===== src/rtl/ring_pkg.sv =====
//------------------------------------------------------------------------------
// ring_pkg: shared types and constants for the LED ring sequencer.
// Revision: 1.0
//------------------------------------------------------------------------------
`default_nettype none

package ring_pkg;

  localparam int NBITS_RING = 4;
  localparam logic [NBITS_RING-1:0] RING_INIT = 4'b0001;

  typedef enum logic [1:0] {
    ST_IDLE = 2'd0,
    ST_RUN  = 2'd1,
    ST_HOLD = 2'd2,
    ST_DONE = 2'd3
  } state_t;

  function automatic logic is_onehot(input logic [NBITS_RING-1:0] v);
    return (v != '0) && ((v & (v - 1'b1)) == '0);
  endfunction

endpackage

`default_nettype wire


===== src/rtl/ring_sequencer_if.sv =====
//------------------------------------------------------------------------------
// ring_sequencer_if: control inputs and status outputs of the ring sequencer.
// Revision: 1.0
//------------------------------------------------------------------------------
`default_nettype none

interface ring_sequencer_if #(
  parameter int NBITS_STEPS = 8,
  parameter int NBITS_PRESC = 8
);
  import ring_pkg::*;

  logic                   start;
  logic                   stop;
  logic                   pause;
  logic                   dir;
  logic [NBITS_STEPS-1:0] steps;
  logic [NBITS_PRESC-1:0] presc;
  logic [NBITS_RING-1:0]  ring;
  logic                   busy;
  logic                   done;
  logic [1:0]             state;

  modport master (
    output start, stop, pause, dir, steps, presc,
    input  ring, busy, done, state
  );

  modport slave (
    input  start, stop, pause, dir, steps, presc,
    output ring, busy, done, state
  );

endinterface

`default_nettype wire


===== src/rtl/ring_sequencer_tick_gen.sv =====
//------------------------------------------------------------------------------
// tick_gen: step-rate prescaler; o_tick fires when the count reaches i_load.
// Revision: 1.0
//------------------------------------------------------------------------------
`default_nettype none

module tick_gen #(
  parameter int NBITS_PRESC = 8
) (
  input  logic                   clk_2,
  input  logic                   reset,
  input  logic                   i_en,
  input  logic                   i_clr,
  input  logic [NBITS_PRESC-1:0] i_load,
  output logic                   o_tick
);

  logic [NBITS_PRESC-1:0] r_pcnt;

  assign o_tick = i_en && (r_pcnt == i_load);

  // Count is frozen whenever i_en is low, so a pause resumes mid-period.
  always_ff @(posedge clk_2) begin
    if (reset || i_clr) begin
      r_pcnt <= '0;
    end else if (i_en) begin
      r_pcnt <= o_tick ? '0 : r_pcnt + 1'b1;
    end
  end

endmodule

`default_nettype wire


===== src/rtl/ring_sequencer.sv =====
//------------------------------------------------------------------------------
// ring_sequencer: FSM that steps a one-hot LED ring, counted or continuous.
// Revision: 1.0
//------------------------------------------------------------------------------
`default_nettype none

module ring_sequencer
  import ring_pkg::*;
#(
  parameter int NBITS_STEPS = 8,
  parameter int NBITS_PRESC = 8
) (
  input  logic             clk_2,
  input  logic             reset,
  ring_sequencer_if.slave  bus
);

  state_t                 r_state,     w_state_nxt;
  logic [NBITS_RING-1:0]  r_ring,      w_ring_nxt;
  logic [NBITS_STEPS-1:0] r_remaining, w_rem_nxt;
  logic                   r_counted,   w_counted_nxt;
  logic [NBITS_PRESC-1:0] r_presc_q,   w_presc_nxt;
  logic                   r_busy;
  logic                   r_done;
  logic                   w_en;
  logic                   w_clr;
  logic                   w_tick;
  logic [NBITS_RING-1:0]  w_ring_step;

  // HOLD also counts on its release edge so a pause adds exactly its length.
  assign w_en  = ((r_state == ST_RUN) || (r_state == ST_HOLD)) && !bus.stop && !bus.pause;
  assign w_clr = (r_state == ST_IDLE) && bus.start && !bus.stop;

  tick_gen #(
    .NBITS_PRESC (NBITS_PRESC)
  ) u_tick_gen (
    .clk_2  (clk_2),
    .reset  (reset),
    .i_en   (w_en),
    .i_clr  (w_clr),
    .i_load (r_presc_q),
    .o_tick (w_tick)
  );

  always_comb begin
    w_ring_step = RING_INIT;
    if (is_onehot(r_ring)) begin
      w_ring_step = bus.dir ? {r_ring[0], r_ring[NBITS_RING-1:1]}
                            : {r_ring[NBITS_RING-2:0], r_ring[NBITS_RING-1]};
    end
  end

  always_comb begin
    w_state_nxt   = r_state;
    w_ring_nxt    = r_ring;
    w_rem_nxt     = r_remaining;
    w_counted_nxt = r_counted;
    w_presc_nxt   = r_presc_q;
    case (r_state)
      ST_IDLE: begin
        if (bus.stop) begin
          w_ring_nxt = '0;
        end else if (bus.start) begin
          w_state_nxt   = ST_RUN;
          w_ring_nxt    = RING_INIT;
          w_rem_nxt     = bus.steps;
          w_counted_nxt = (bus.steps != '0);
          w_presc_nxt   = bus.presc;
        end
      end
      ST_RUN, ST_HOLD: begin
        if (bus.stop) begin
          w_state_nxt = ST_IDLE;
          w_ring_nxt  = '0;
        end else if (bus.pause) begin
          w_state_nxt = ST_HOLD;
        end else begin
          w_state_nxt = ST_RUN;
          if (w_tick) begin
            w_ring_nxt = w_ring_step;
            if (r_counted) begin
              w_rem_nxt = r_remaining - 1'b1;
              if (r_remaining == NBITS_STEPS'(1)) begin
                w_state_nxt = ST_DONE;
              end
            end
          end
        end
      end
      ST_DONE: begin
        w_state_nxt = ST_IDLE;
        if (bus.stop) begin
          w_ring_nxt = '0;
        end
      end
      default: begin
        w_state_nxt = ST_IDLE;
      end
    endcase
  end

  always_ff @(posedge clk_2) begin
    if (reset) begin
      r_state     <= ST_IDLE;
      r_ring      <= '0;
      r_remaining <= '0;
      r_counted   <= 1'b0;
      r_presc_q   <= '0;
      r_busy      <= 1'b0;
      r_done      <= 1'b0;
    end else begin
      r_state     <= w_state_nxt;
      r_ring      <= w_ring_nxt;
      r_remaining <= w_rem_nxt;
      r_counted   <= w_counted_nxt;
      r_presc_q   <= w_presc_nxt;
      r_busy      <= (w_state_nxt == ST_RUN) || (w_state_nxt == ST_HOLD);
      r_done      <= (w_state_nxt == ST_DONE);
    end
  end

  assign bus.ring  = r_ring;
  assign bus.busy  = r_busy;
  assign bus.done  = r_done;
  assign bus.state = r_state;

endmodule

`default_nettype wire


===== src/flat_wrapper.sv =====
// flat-port wrapper written by rule: the top's interface ports become plain ports
module ring_sequencer_flat import ring_pkg::*;
#(
  parameter int NBITS_STEPS = 8,
  parameter int NBITS_PRESC = 8
)
  (clk_2, reset, bus_start, bus_stop, bus_pause, bus_dir, bus_steps, bus_presc, bus_ring, bus_busy, bus_done, bus_state);
  ring_sequencer_if #(.NBITS_STEPS(NBITS_STEPS), .NBITS_PRESC(NBITS_PRESC)) bus_i ();
  input  logic clk_2;
  input  logic reset;
  input wire logic [$bits(bus_i.start)-1:0] bus_start;
  input wire logic [$bits(bus_i.stop)-1:0] bus_stop;
  input wire logic [$bits(bus_i.pause)-1:0] bus_pause;
  input wire logic [$bits(bus_i.dir)-1:0] bus_dir;
  input wire logic [$bits(bus_i.steps)-1:0] bus_steps;
  input wire logic [$bits(bus_i.presc)-1:0] bus_presc;
  output wire logic [$bits(bus_i.ring)-1:0] bus_ring;
  output wire logic [$bits(bus_i.busy)-1:0] bus_busy;
  output wire logic [$bits(bus_i.done)-1:0] bus_done;
  output wire logic [$bits(bus_i.state)-1:0] bus_state;
  assign bus_i.start = bus_start;
  assign bus_i.stop = bus_stop;
  assign bus_i.pause = bus_pause;
  assign bus_i.dir = bus_dir;
  assign bus_i.steps = bus_steps;
  assign bus_i.presc = bus_presc;
  assign bus_ring = bus_i.ring;
  assign bus_busy = bus_i.busy;
  assign bus_done = bus_i.done;
  assign bus_state = bus_i.state;
  ring_sequencer #(.NBITS_STEPS(NBITS_STEPS), .NBITS_PRESC(NBITS_PRESC)) u_core (.clk_2(clk_2), .reset(reset), .bus(bus_i));
endmodule

===== config.mk =====
export PLATFORM = sky130hd
export DESIGN_NAME = ring_sequencer_flat
export DESIGN_NICKNAME = d
export VERILOG_FILES = /design/src/rtl/ring_pkg.sv /design/src/rtl/ring_sequencer_if.sv /design/src/rtl/ring_sequencer_tick_gen.sv /design/src/rtl/ring_sequencer.sv /design/src/flat_wrapper.sv
export SDC_FILE = /design/constraint.sdc
export NUM_CORES = 1
export LEC_CHECK = 0
export CAP_MARGIN = 30
export CORE_ASPECT_RATIO = 1.25
export CORE_MARGIN = 5
export CORE_UTILIZATION = 53
export DETAILED_ROUTE_END_ITERATION = 10
export PLACE_DENSITY_LB_ADDON = 0.12
export SLEW_MARGIN = 20
export SYNTH_ARGS = -nofsm -noshare
export SYNTH_HDL_FRONTEND = slang
export SYNTH_SLANG_ARGS = --single-unit

===== constraint.sdc =====
create_clock -name clk_2 -period 2.7 [get_ports clk_2]
set_input_delay 0.54 -clock clk_2 [delete_from_list [all_inputs] [get_ports clk_2]]
set_output_delay 0.54 -clock clk_2 [all_outputs]
set_load 0.005 [all_outputs]

==> results.txt, run 1 <==
Setup-failing EPs final = 0
core area = 0.00342 mm2
HPWL after DPL = 3350 um
CTS tree = built
Peak VDD IR = 384 uV
DP Area = 0.00223 mm2
reg2reg setup slack = 0.44 ns
Layout area overhead = 25.7%
final WL = 4390 um
Yosys cell types = 46
Root Buffer = clkbuf_8
P per Cell Area = 473 mW/mm2
met3 Use GR = 0.0472
Synth area leader = dfxtp_1
CP startpoint = bus_stop
die width = 62.7 um
Critical Path End Type = register
Setup Crit Path Kind = in2reg
setup bufs post-CTS = 0
Vias per Instance = 5.80
post-CTS sizing = 0
Worst Max-Slew Pin Slew = 0.593 ns
Initial DRT Pass Iterations = 4
terminus of the critical flop-to-flop path = u_core.bus.ring[1]$_SDFFE_PP0P_
crit path to = u_core.bus.ring[1]$_SDFFE_PP0P_
RR Startpoint = u_core.bus.state[1]$_SDFF_PP0_
gr usage total = 0.194
Sink Count = 33
number of flops mapped to enable cells by yosys = 0
CTS Buf Count = 5
Seq/Total Area, Yosys = 0.359
final hold violations = 0
Vias = 1,774
#FFs+latches synth = 33
Post-DRT Antenna Nets = 0
Mapped Area = 0.00184 mm2
Synth Area in Adders = 0.0408
GRT met2 Usage = 0.357
Clock Skew = 0.0104 ns
Crit path required time = 2.88 ns
filler instances = 314
CP max stage delay = 0.49 ns
# DRC = 0
wire length per cell = 14.3 um
crit path max-delay cell type = clkdlybuf4s50_1
share of cells above drive strength 1 = 0.0899
CP Depth = 6
RD Place Congestion = 0.838
# IOs = 30
busiest grt layer = met2
fin. max-slew vios = 0
largest net degree at the start of global routing = 16
total grt overflow = 0
port buffer count = 29
final instance count without filler cells = 306
Worst R2R Path Depth = 7
Primary FF master, synth = dfxtp_1
Setup TNS = 0 ns
Die Y-Extent = 75.9 um
nets = 295
Top delay family on crit path = simple AND/OR/NAND/NOR gates
asr flop ratio synth = 0
sum of buffers and inverters on the critical path = 1
fin area = 0.00231 mm2
simple-gate portion of the synthesized area = 0.310
Max Cap Violations = 0
CTS clk-pin slew, worst paths = 0.06 ns
Critical Path Source Type = primary input
H-tree depth = 2
M1 GR Usage = 0.205
# diodes = 0
initial antenna violation count = 0
Slew HR = 0.601
# rows = 24
Hold Path Class = reg2reg
first-pass GRT wire length = 7380 um
syn nets = 258
most frequent cells after synthesis = dfxtp_1, nand2_1, nor2_1
Starting Density = 0.538
die footprint = 0.00476 mm2
DR iter-0 viols = 102
largest family of logic cells by synthesized area = simple AND/OR/NAND/NOR gates
Post-CTS Hold Fix Bufs = 0
post-synthesis mux area share = 0.0224
Worst Path Arrival = 2.47 ns
CP max FO = 7
Avg Cell Area, Syn = 8.00 um2
area share of xor/xnor cells in the synthesized design = 0.0666
Placed Cells = 299
CP cell instances = clkdlybuf4s50_1 > nor3b_4 > nand3_1 > or3_1 > a221o_1 > a31o_1
post-synth top area share = 0.359
fin crit share = 0.848
Pwr Total = 0.00109 W
Max clock buf depth = 2
Synthesis Warnings = 0
cell count after synthesis = 230
max frequency = 0.437 GHz
status = finished clean
Pleak = 0.882 nW
Synth Area in Compound Gates = 0.162
worst skew pair latency = 0.29 ns
RSZ-0062 raised after global routing = no
vias in the first global route = 1,716
most numerous cell in the Yosys netlist = dfxtp_1
Area contributors post-synth = dfxtp_1, nand2_1, a21oi_1, nor2_1, ha_1
fin crit period = 2.29 ns
worst min-delay path, stage by stage, from the launching register on:
cell	delay (ns)
dfxtp_1	0.32
nand2_1	0.06
a21oi_1	0.05
flip-flops by register name, summed over array words and instances (netlist names):
name	flops
u_core.r_presc_q	8
u_core.r_remaining	8
u_core.u_tick_gen.r_pcnt	8
u_core.bus.ring	4
u_core.bus.state	2
u_core.bus.busy	1
u_core.bus.done	1
u_core.r_counted	1
per-layer routing:
layer | share of wire | wire length (um)
met4 | 0.031 | 137
met1 | 0.42 | 1850
met2 | 0.50 | 2200
met5 | 0 | 0
met3 | 0.046 | 200
how the worst min path moves through the flow:
stage,startpoint,to,slack (ns),cells past startpoint
2_1_floorplan,u_core.r_remaining[7]$_SDFFE_PP0P_,u_core.r_remaining[7]$_SDFFE_PP0P_,0.45,2
4_1_cts,u_core.r_presc_q[1]$_SDFFE_PP0P_,u_core.r_presc_q[1]$_SDFFE_PP0P_,0.48,2
5_1_grt,u_core.r_remaining[7]$_SDFFE_PP0P_,u_core.r_remaining[7]$_SDFFE_PP0P_,0.50,2
3_5_place_dp,u_core.r_presc_q[1]$_SDFFE_PP0P_,u_core.r_presc_q[1]$_SDFFE_PP0P_,0.47,2
3_3_place_gp,u_core.r_remaining[7]$_SDFFE_PP0P_,u_core.r_remaining[7]$_SDFFE_PP0P_,0.46,2
6_report,u_core.r_presc_q[7]$_SDFFE_PP0P_,u_core.r_presc_q[7]$_SDFFE_PP0P_,0.48,2
final cells by class:
| cell class | instances | area, um2 | area share |
|---|---|---|---|
| Clock buffer | 7 | 86.3 | 0.0373 |
| Multi-Input combinational cell | 178 | 1110 | 0.479 |
| Tap cell | 39 | 48.8 | 0.0211 |
| Timing Repair Buffer | 41 | 380 | 0.164 |
| Inverter | 8 | 30.0 | 0.0130 |
| Sequential cell | 33 | 661 | 0.286 |
power breakdown:
part | total, W | internal [W] | switching, W
combinational | 0.000199 | 0.0000980 | 0.000101
sequential | 0.000527 | 0.000507 | 0.0000200
clock | 0.000370 | 0.000202 | 0.000168
total | 0.00109 | 0.000807 | 0.000288
cells in the final DEF (no fill, tap or decap), types with 3 or more instances in the layout:
cell              n
clkbuf_8          6
o22ai_1           4
nor3b_1           3
nand4_1           4
xor2_1            6
a21oi_1          17
nor2b_1           6
a211oi_1          3
clkdlybuf4s50_1  29
nor3_1           10
nor4b_1           3
nand3b_1          3
o21ai_0           4
mux2i_1           3
nand3_1           6
dfxtp_1          33
nor2_1           21
nand2_1          30
and3_1            6
nor4_1            7
ha_1              6
xnor2_1           8
buf_4            12
inv_1             7
metrics by stage:
stage          worst slack (ns)  hold slack [ns]  utilization
2_1_floorplan             0.476            0.446            -
3_3_place_gp              0.168            0.458        0.651
3_5_place_dp              0.128            0.471        0.651
4_1_cts                   0.408            0.481        0.676
5_1_grt                   0.272            0.501        0.676
6_report                  0.410            0.476        0.676
cells by family after synthesis:
group	Yosys count
simple gates	109
compound gates	45
mux	4
xor+xnor	14
flops	33
buf+inv	19
fa+ha+maj	6
Note: power is estimated with default switching activity, not from simulation.
==> inputs of run 2 (changes only) <==
Settings changed: CORE_UTILIZATION 53 to 48.
Clock period 2.7 ns to 2 ns, I/O delays scaled along.
==> run 2 against run 1 <==
Effect of this change: the flow now finishes with violations (negative setup slack); largest power group unchanged; sequential share of layout area fell by 2.4 points; die area rose by 8.9%; clock skew fell by 0.0037 ns; sequential cell count did not move; sequential power rose by 35%; worst hold slack got worse by 0.0028 ns; critical path depth rose by 1; setup slack got worse by 0.42 ns; combinational power rose by 59%; via count rose by 0.90%.
==> results.txt, run 2 (synthesis results as in run 1) <==
RSZ-0062 raised after global routing = yes
vias in the first global route = 1,793
# diodes = 0
Setup-failing EPs final = 1
Worst Max-Slew Pin Slew = 0.593 ns
Crit path required time = 2.19 ns
Clock Skew = 0.00675 ns
Layout area overhead = 37.9%
initial antenna violation count = 0
H-tree depth = 2
final hold violations = 0
Initial DRT Pass Iterations = 4
Critical Path End Type = register
worst skew pair latency = 0.29 ns
commonest non-fill, non-tap cell in the layout = dfxtp_1
CP cell instances = inv_2 > ha_4 > nor3b_4 > nand3_1 > or3_4 > a221o_1 > a31o_1
Pleak = 0.993 nW
Slew HR = 0.601
DR iter-0 viols = 84
fin crit period = 2.01 ns
failing checks = negative setup slack
die footprint = 0.00518 mm2
# DRC = 0
Setup Crit Path Kind = reg2reg
Worst Path Arrival = 2.20 ns
share of cells above drive strength 1 = 0.191
CP max stage delay = 0.37 ns
final instance count without filler cells = 323
pre-CTS setup slack = -0.352 ns
Max Cap Violations = 0
HPWL after DPL = 3350 um
die width = 65.4 um
nets = 311
CTS clk-pin slew, worst paths = 0.07 ns
CTS Buf Count = 5
P per Cell Area = 609 mW/mm2
# rows = 25
fin. max-slew vios = 0
largest registers = u_core.r_presc_q x8, u_core.r_remaining x8, u_core.u_tick_gen.r_pcnt x8
Pwr Total = 0.00155 W
Post-DRT Antenna Nets = 0
setup ws final = -0.0143 ns
core area = 0.00375 mm2
worst hold slack = 0.473 ns
Starting Density = 0.490
Die Y-Extent = 79.2 um
total grt overflow = 0
Placed Cells = 314
RD Place Congestion = 0.885
Hold Path Class = reg2reg
largest net degree at the start of global routing = 26
Vias per Instance = 5.54
final WL = 4590 um
status = complete, but fails checks
first-pass GRT wire length = 7650 um
Critical Path Source Type = register
crit path max-delay cell type = or3_4
gr usage total = 0.190
CP max FO = 5
fin crit share = 1.01
wire length per cell = 14.2 um
max frequency = 0.496 GHz
Root Buffer = clkbuf_8
CTS tree = built
Vias = 1,790
port buffer count = 29
Peak VDD IR = 552 uV
Sink Count = 33
most frequent cells in the layout = dfxtp_1, nand2_1, clkdlybuf4s50_1
# IOs = 30
Max clock buf depth = 2
run 2: changes by cell type in the layout (fill, tap and decap cells not counted), sizes merged:
cell,change
clkinvlp,+1
dlygate4sd2,+2
buf,+16
clkdlybuf4s50,-2
clkbuf,-1
run 2: final timing paths:
path,from,end,slack (ns),depth (start not counted)
worst max-delay path,u_core.bus.state[1]$_SDFF_PP0_,u_core.bus.ring[1]$_SDFFE_PP0P_,-0.01,7
worst min-delay path,u_core.r_presc_q[0]$_SDFFE_PP0P_,u_core.r_presc_q[0]$_SDFFE_PP0P_,0.47,2
worst max register to register,u_core.bus.state[1]$_SDFF_PP0_,u_core.bus.ring[1]$_SDFFE_PP0P_,-0.01,7
worst min register to register,u_core.r_presc_q[0]$_SDFFE_PP0P_,u_core.r_presc_q[0]$_SDFFE_PP0P_,0.47,2
run 2: power by group:
part           leakage [nW]  switching (W)  internal, W  total (W)
sequential            0.269      0.0000258     0.000684   0.000710
combinational         0.680       0.000156     0.000160   0.000316
clock                0.0433       0.000247     0.000272   0.000519
run 2: repair_timing:
item / CTS / global route
setup buffers: 1 / 1
pin swaps: 3 / 0
hold buffers: 0 / 0
resized for setup: 5 / 7
setup endpoints to repair: 9 / 12
run 2: critical path, delay by kind of cell (launching register included):
kind,cells,cell delay [ns]
simple gates,3,0.66
compound gates,2,0.59
flops,1,0.33
fa+ha+maj,1,0.28
buf+inv,1,0.04
run 2: area by class of cell:
type,count,area [um2]
fillers,321,1220
multi-input cells,178,1190
flip-flops and latches,33,663
repair buffers,57,514
clock buffers,6,82.6
well taps,40,50.0
inverters,8,30.0
clock inverters,1,7.51
run 2: through the flow:
stage               instance area [um2]  setup TNS [ns]  utilization
detailed placement                 2380           -5.22        0.635
finish                             2540         -0.0143        0.676
global placement                   2380           -4.49        0.635
floorplan                          1900          -0.482            -
global route                       2540          -0.903        0.676
CTS                                2490         -0.0110        0.664
run 2: layer usage:
layer | vias up | share of wire | global-route usage
li1 | 924 | - | -
met3 | 9 | 0.036 | 0.0325
met1 | 823 | 0.42 | 0.212
met4 | 0 | 0.025 | 0.106
met2 | 34 | 0.52 | 0.336
met5 | - | 0 | 0
==> inputs of run 3 (changes only) <==
Settings changed: SETUP_SLACK_MARGIN set to 0.2.
==> run 3 against run 2 <==
Effect of this change: the run still ends with negative setup slack left; routed wire length up 8.1%; utilization up 3.9 points; fmax down 4.6%; critical path type unchanged; critical endpoint is now u_core.r_remaining[7]$_SDFFE_PP0P_; largest power group unchanged.
==> results.txt, run 3 (synthesis results as in run 1) <==
status = complete, but fails checks
failing checks = negative setup slack
Setup Crit Path Kind = reg2reg
CP max FO = 4
nets = 316
initial antenna violation count = 0
commonest non-fill, non-tap cell in the layout = dfxtp_1
DP Area = 0.00237 mm2
CTS Buf Count = 5
Clock Skew = 0.00696 ns
H-tree depth = 2
setup ws final = -0.110 ns
Worst Path Arrival = 2.28 ns
fin crit period = 2.11 ns
# DRC = 0
largest registers = u_core.r_presc_q x8, u_core.r_remaining x8, u_core.u_tick_gen.r_pcnt x8
P per Cell Area = 640 mW/mm2
port buffer count = 29
Max Cap Violations = 0
Die Y-Extent = 79.2 um
FF+latch area = 664 um2
Critical Path Source Type = register
Critical Path End Type = register
final hold violations = 0
most frequent cells in the layout = dfxtp_1, nand2_1, buf_4
gr usage total = 0.198
Setup-failing EPs final = 10
die width = 65.4 um
wire length per cell = 15.1 um
RD Place Congestion = 0.848
Starting Density = 0.490
filler instances = 287
Multi-input gate area = 0.00127 mm2
P_sw = 0.000458 W
sequential power share = 0.414
Comb pwr share = 0.199
Initial DRT Pass Iterations = 4
Clock Power Share = 0.387
pre-CTS setup slack = -0.340 ns
Hold Path Class = reg2reg
Layout area overhead = 45.8%
Post-DRT Antenna Nets = 0
core area = 0.00375 mm2
die footprint = 0.00518 mm2
RSZ-0062 raised after global routing = yes
Power Internal = 0.00126 W
reg2reg setup slack = -0.11 ns
Root Buffer = clkbuf_8
fin crit share = 1.06
final WL = 4960 um
# diodes = 0
Slew HR = 0.578
total grt overflow = 0
Pleak = 1.05 nW
Vias per Instance = 5.62
max frequency = 0.474 GHz
Peak VDD IR = 461 uV
share of cells above drive strength 1 = 0.239
vias in the first global route = 1,757
CTS clk-pin slew, worst paths = 0.07 ns
Worst Max-Slew Pin Slew = 0.627 ns
Vias = 1,849
CTS tree = built
sw frac = 0.267
# IOs = 30
first-pass GRT wire length = 8030 um
largest net degree at the start of global routing = 16
fin area = 0.00268 mm2
# rows = 25
fin. max-slew vios = 0
Crit path required time = 2.17 ns
HPWL after DPL = 3520 um
Max clock buf depth = 2
worst skew pair latency = 0.29 ns
Sink Count = 33
DR iter-0 viols = 129
run 3: cell types whose count changed in the layout (fill, tap and decap cells not counted), sizes merged:
cell	change
buf	+5
bufinv	+1
run 3: power groups by stage:
| stage | Combinational [W] | Sequential, W | Clock [W] |
|---|---|---|---|
| after floorplan | 0.000180 | 0.000717 | 0 |
| after global placement | 0.000299 | 0.000723 | 0 |
| after detailed placement | 0.000303 | 0.000724 | 0 |
| after CTS | 0.000317 | 0.000709 | 0.000671 |
| after global routing | 0.000372 | 0.000714 | 0.000700 |
| final | 0.000342 | 0.000711 | 0.000664 |
run 3: metrics by stage:
stage	hold slack, ns	setup TNS, ns	std cells	power (W)	utilization
after detailed placement	0.462	-5.05	313	0.00103	0.633
final	0.472	-0.505	329	0.00172	0.715
after floorplan	0.446	-0.413	230	0.000897	-
after global routing	0.490	-1.59	329	0.00179	0.715
after CTS	0.474	-0.0564	324	0.00170	0.683
after global placement	0.462	-4.27	313	0.00102	0.633
run 3: metal layers:
metal / part of all wire / wire, um / global-route usage
met5: 0 / 0 / 0
met1: 0.42 / 2070 / 0.227
met3: 0.037 / 185 / 0.0481
met2: 0.53 / 2630 / 0.349
met4: 0.016 / 81 / 0.0747
run 3: worst paths after layout:
path / startpoint / cells after the start / endpoint
setup / recovery: u_core.bus.state[0]$_SDFF_PP0_ / 11 / u_core.r_remaining[7]$_SDFFE_PP0P_
hold / removal: u_core.r_presc_q[2]$_SDFFE_PP0P_ / 2 / u_core.r_presc_q[2]$_SDFFE_PP0P_
hold reg to reg: u_core.r_presc_q[2]$_SDFFE_PP0P_ / 2 / u_core.r_presc_q[2]$_SDFFE_PP0P_
setup reg to reg: u_core.bus.state[0]$_SDFF_PP0_ / 11 / u_core.r_remaining[7]$_SDFFE_PP0P_
run 3: final cells by class:
class / count / area share
sequential: 33 / 0.248
inverter: 8 / 0.0112
clock buffer: 6 / 0.0308
multi-input combinational: 178 / 0.472
clock inverter: 2 / 0.0140
tap: 40 / 0.0187
timing repair buffer: 62 / 0.205
run 3: repair_timing:
action	in CTS	in global routing
hold buffers	0	0
setup buffers	3	5
setup endpoints to repair	21	25
resized for setup	14	15
pin swaps	2	3
gates cloned	0	0
run 3: worst max-delay path: stages (launching register included):
cell and delay, ns:
dfxtp_2 0.34, inv_2 0.05, ha_4 0.28, nor3b_4 0.22, buf_6 0.14, nand3_4 0.07, buf_6 0.14, nor4_4 0.31
buf_4 0.17, buf_4 0.10, and3_1 0.14, o22ai_1 0.06
